File: src/rtl/ram_sp_param.sv
// Parametrised single-port synchronous RAM with byte-lane writes, optional post-reset clear and error flag.
// Latency: read data and rd_valid appear 1 cycle after the accepted read; err pulses 1 cycle after an out-of-range access.
// Backpressure: busy=1 while the clear sequencer runs; requests presented then are dropped, not queued.
//
// Ports:
//   clk       clock, rising edge
//   rst       asynchronous active-low reset
//   en/we     access request / write select (qualified by en)
//   be        byte-lane write enables, bit i covers data_in[8i+7:8i]
//   addr      word address
//   data_in   write data
//   data_out  registered read data (zero for out-of-range reads)
//   rd_valid  1-cycle pulse: data_out holds the previous cycle's read result
//   err       1-cycle pulse: previous cycle's accepted access had addr >= DEPTH
//   busy      clear sequence in progress
module ram_sp_param #(
    parameter int                DATA_W  = 8,
    parameter int                ADDR_W  = 8,
    parameter int                DEPTH   = 256,
    parameter int                RD_MODE = 0,
    parameter int                CLR_EN  = 1,
    parameter logic [DATA_W-1:0] CLR_VAL = '0
) (
    input  logic                  clk,
    input  logic                  rst,
    input  logic                  en,
    input  logic                  we,
    input  logic [DATA_W/8-1:0]   be,
    input  logic [ADDR_W-1:0]     addr,
    input  logic [DATA_W-1:0]     data_in,
    output logic [DATA_W-1:0]     data_out,
    output logic                  rd_valid,
    output logic                  err,
    output logic                  busy
);

    localparam int                NB        = DATA_W / 8;
    localparam logic [ADDR_W-1:0] LAST_ADDR = ADDR_W'(DEPTH - 1);

    typedef enum logic {CLEAR, RUN} state_t;

    state_t              state, state_nxt;
    logic [ADDR_W-1:0]   clr_ptr, clr_ptr_nxt;
    logic                clr_wr;

    logic [DATA_W-1:0]   mem [DEPTH];

    logic                accept;
    logic                in_range;
    logic                wr_en;
    logic                rd_en;
    logic [DATA_W-1:0]   rd_word;
    logic [DATA_W-1:0]   merged;

    assign busy     = (state == CLEAR);
    assign accept   = en & ~busy;
    // Extra MSB keeps the compare correct when DEPTH == 2**ADDR_W.
    assign in_range = ({1'b0, addr} < (ADDR_W + 1)'(DEPTH));
    assign wr_en    = accept & we & in_range;
    assign rd_en    = accept & ~we;
    assign rd_word  = mem[addr];

    // Post-be word: untouched lanes keep the stored value.
    always_comb begin
        merged = rd_word;
        for (int i = 0; i < NB; i++) begin
            if (be[i]) begin
                merged[8*i +: 8] = data_in[8*i +: 8];
            end
        end
    end

    // Clear sequencer: one word per cycle, then RUN until the next reset.
    always_comb begin
        state_nxt   = state;
        clr_ptr_nxt = clr_ptr;
        clr_wr      = 1'b0;
        case (state)
            CLEAR: begin
                clr_wr      = 1'b1;
                clr_ptr_nxt = clr_ptr + 1'b1;
                if (clr_ptr == LAST_ADDR) begin
                    state_nxt = RUN;
                end
            end
            default: ;
        endcase
    end

    always_ff @(posedge clk or negedge rst) begin
        if (!rst) begin
            state   <= (CLR_EN != 0) ? CLEAR : RUN;
            clr_ptr <= '0;
        end else begin
            state   <= state_nxt;
            clr_ptr <= clr_ptr_nxt;
        end
    end

    // Array carries no reset so contents survive a reset when CLR_EN=0.
    always_ff @(posedge clk) begin
        if (clr_wr) begin
            mem[clr_ptr] <= CLR_VAL;
        end else if (wr_en) begin
            mem[addr] <= merged;
        end
    end

    always_ff @(posedge clk or negedge rst) begin
        if (!rst) begin
            data_out <= '0;
            rd_valid <= 1'b0;
            err      <= 1'b0;
        end else begin
            rd_valid <= rd_en;
            err      <= accept & ~in_range;
            if (rd_en) begin
                data_out <= in_range ? rd_word : '0;
            end else if (wr_en && (RD_MODE != 0)) begin
                // Write-first: expose the merged word without flagging a read.
                data_out <= merged;
            end
        end
    end

endmodule
File: config.mk
export PLATFORM = sky130hd
export DESIGN_NAME = ram_sp_param
export DESIGN_NICKNAME = d
export VERILOG_FILES = /design/src/rtl/ram_sp_param.sv
export SDC_FILE = /design/constraint.sdc
export NUM_CORES = 2
export LEC_CHECK = 0
export CAP_MARGIN = 25
export CELL_PAD_IN_SITES_DETAIL_PLACEMENT = 0
export CELL_PAD_IN_SITES_GLOBAL_PLACEMENT = 1
export CORE_ASPECT_RATIO = 1.2
export CORE_MARGIN = 2
export CORE_UTILIZATION = 50
export CTS_CLUSTER_DIAMETER = 150
export CTS_CLUSTER_SIZE = 28
export DETAILED_ROUTE_END_ITERATION = 12
export HOLD_SLACK_MARGIN = 0.15
export PLACE_DENSITY = 0.7
export REMOVE_ABC_BUFFERS = 1
export SYNTH_ARGS = -nofsm -noshare
export SYNTH_HDL_FRONTEND = slang
export SYNTH_SLANG_ARGS = --single-unit
File: constraint.sdc
create_clock -name clk -period 18.1 [get_ports clk]
set_clock_uncertainty 0.15 [all_clocks]
set_input_delay 4.525 -clock clk [delete_from_list [all_inputs] [get_ports clk]]
set_output_delay 4.525 -clock clk [all_outputs]
set_load 0.03 [all_outputs]
==> results.cfg <==
[clock_network]
cts_buffers = 83
htree_levels = 3
cts_tree = built
ctsHoldBuffers = 0
clock_path_buffers = 3
post-cts-setup-buffer-count = 0
cts_root_buffer = clkbuf_16
cts.repair.resized = 0
clk_pin_slew_ns = 0.11
clkSinkCount = 2066
clk-insertion-delay-late_ns = 0.77

[global_route]
overflow = 0
grt_antenna_before_repair = 6
grt_util_all_layers_pct = 26.63
grt_max_degree = 229
grt_pass1_wl_um = 305700
first_global_vias = 39292

[hold_path]
holdCritPathClass = reg -> reg

[setup_path]
critical_path.endpoint = mem[94][5]$_DFFE_PP_
crit_path_end_kind = register
critPathLaunch = addr[1]
critPathRequiredTime_ns = 18.35
timing.rr.end = mem[49][2]$_DFFE_PP_
start_kind = input pin
worstPathArrival_ns = 10.37
critPathMaxFanout = 89
critical_path_class = in -> reg
rr_startpoint = state$_DFF_PN0_
r2r_slack_ns = 13.10
reg2reg_depth = 7

[final_layout]
final-instance-count-excl-fill = 6039
areaGrowthSynthToFinish_pct = 6.206
finalInstanceArea_um2 = 85860
drive_gt1_share_pct = 19.72
fill_cells = 12206
final_cell_mix = edfxtp_1 (2048), mux4_2 (488), nor2_1 (287)
nets = 3923
layout_commonest_cell = edfxtp_1

[placement]
gp_congestion = 0.8775
postPlaceCellArea_um2 = 83530
pre_cts_slack_ns = 7.007
dp_hpwl_um = 136900
place_inst = 5928
io_buffer_count = 30

[logic_synthesis]
synth_area_leader_cell = edfxtp_1
synth_area_leaders = edfxtp_1 (76%), mux4_2 (14%), nor2_1 (1.3%)
synth_top_cell_area_share_pct = 76.07
yosys_register_bits = 2066
ys_seq_area_share_pct = 76.63
synth_top_flop_cell = edfxtp_1
synthCells = 3887
async_flop_share_pct = 0.8712
yosys_warnings = 0
synth_enable_flop_cells = 2048
syn_avg_cell_area_um2 = 20.80
syn_area_um2 = 80840
synth_cell_type_count = 76

[timing]
hold_ws_ns = 0.3574
clock.fmax_mhz = 98.79
tightest_slew_ns = 1.193
rsz0062_at_grt = no
max_slew_margin_pct = 20.46
finalCritPeriodShare_pct = 55.92
finalSetupTns_ns = 0
finalCriticalPeriod_ns = 10.12
finalHoldViolCount = 0
setup_viol = 0
fin_ws_ns = 7.978
maxSlewViolCount = 0

[pwr]
p_leak_nw = 20.75
vdd_drop_max_uv = 75.71
power_density_nw_per_um2 = 89.64

[drt]
avgRoutedWirePerCell_um = 36.03
ant_nets = 0
wirelength_um = 217600
dr.pass1.iters = 6
viasPerCell = 6.596
drtIter0Drc = 5337
num_vias = 39831
drc = 0

[floorplan]
ios = 32
initial_core_util_pct = 50.35
die_area_um2 = 164900
die_w_um = 371.1
coreArea_um2 = 160600
dieHeight_um = 444.5
rows = 161

[job]
drv_cap = 0

[run_status]
status = finished, final reports clean
[synthesized netlist by cell type, types with 18 or more instances]
library cell	instances
o21ai_1	23
o22ai_1	37
nand3_1	53
dfrtp_1	18
o21ai_0	44
clkbuf_1	67
mux4_2	488
nand2_1	166
buf_4	48
mux2_2	18
a21oi_1	63
buf_6	36
a22oi_1	84
buf_2	62
nor3_1	21
mux2i_1	70
nor2_1	290
edfxtp_1	2048
[routing by layer]
| layer | vias up | global-route usage (%) | share of wire [%] |
|---|---|---|---|
| met1 | 21562 | 36.79 | 39 |
| met3 | 353 | 4.438 | 8.2 |
| met4 | 6 | 10.66 | 4.4 |
| li1 | 15977 | - | - |
| met2 | 1933 | 42.62 | 49 |
| met5 | - | 0 | 0.019 |
[critical path, cell delays in order]
cell	delay [ns]
buf_8	0.37
buf_4	0.69
buf_4	0.74
nor2b_1	0.60
o2bb2ai_1	0.19
a21oi_1	0.11
a22oi_1	0.27
o2111ai_1	0.19
nor3b_1	0.23
o31ai_4	0.84
buf_4	0.50
buf_4	0.79
[metrics by stage]
stage | power, mW | util, %
3_3_place_gp | 5.549 | 51.84
6_report | 7.697 | 53.48
2_1_floorplan | 5.376 | -
4_1_cts | 7.718 | 53.40
3_5_place_dp | 5.550 | 52.03
5_1_grt | 7.871 | 53.48
[power breakdown]
part	total [mW]	switching, mW	internal, mW
Sequential	5.17	0	5.17
Combinational	0.273	0.188	0.0848
Clock	2.26	1.39	0.863
[area by class of cell]
class                      instances  area, µm²  area share (%)
clock buffer                     100       2183           2.543
clock inverter                     3      26.28         0.03060
multi-input combinational       1576      17410           20.28
inverter                          10      37.54         0.04372
antenna                            1      2.502        0.002914
sequential                      2066      61950           72.15
tap                             2119       2651           3.088
timing repair buffer             164       1597           1.859
[flip-flops by register name (all words and copies together) (netlist names)]
name	cells
state	1
data_out	8
rd_valid	1
mem	2048
clr_ptr	8
[how the worst min path moves through the flow]
| stage | startpoint | to | depth (start not counted) |
|---|---|---|---|
| 6_report | data_out[0]$_DFFE_PN0P_ | data_out[0]$_DFFE_PN0P_ | 2 |
| 5_1_grt | data_out[0]$_DFFE_PN0P_ | data_out[0]$_DFFE_PN0P_ | 2 |
| 4_1_cts | data_out[0]$_DFFE_PN0P_ | data_out[0]$_DFFE_PN0P_ | 2 |
| 3_5_place_dp | data_out[0]$_DFFE_PN0P_ | data_out[0]$_DFFE_PN0P_ | 2 |
| 3_3_place_gp | data_out[0]$_DFFE_PN0P_ | data_out[0]$_DFFE_PN0P_ | 2 |
| 2_1_floorplan | clr_ptr[5]$_DFFE_PN0N_ | clr_ptr[5]$_DFFE_PN0N_ | 1 |
[cells by family after synthesis]
group	Yosys count	share of synthesized area, %
other cells	1	0.004639
mux	578	14.78
flops	2066	76.63
fa+ha+maj	1	0.01547
xor+xnor	7	0.07584
simple gates	625	3.380
buf+inv	245	1.995
compound gates	364	3.123
Note: power is estimated with default switching activity, not from simulation.
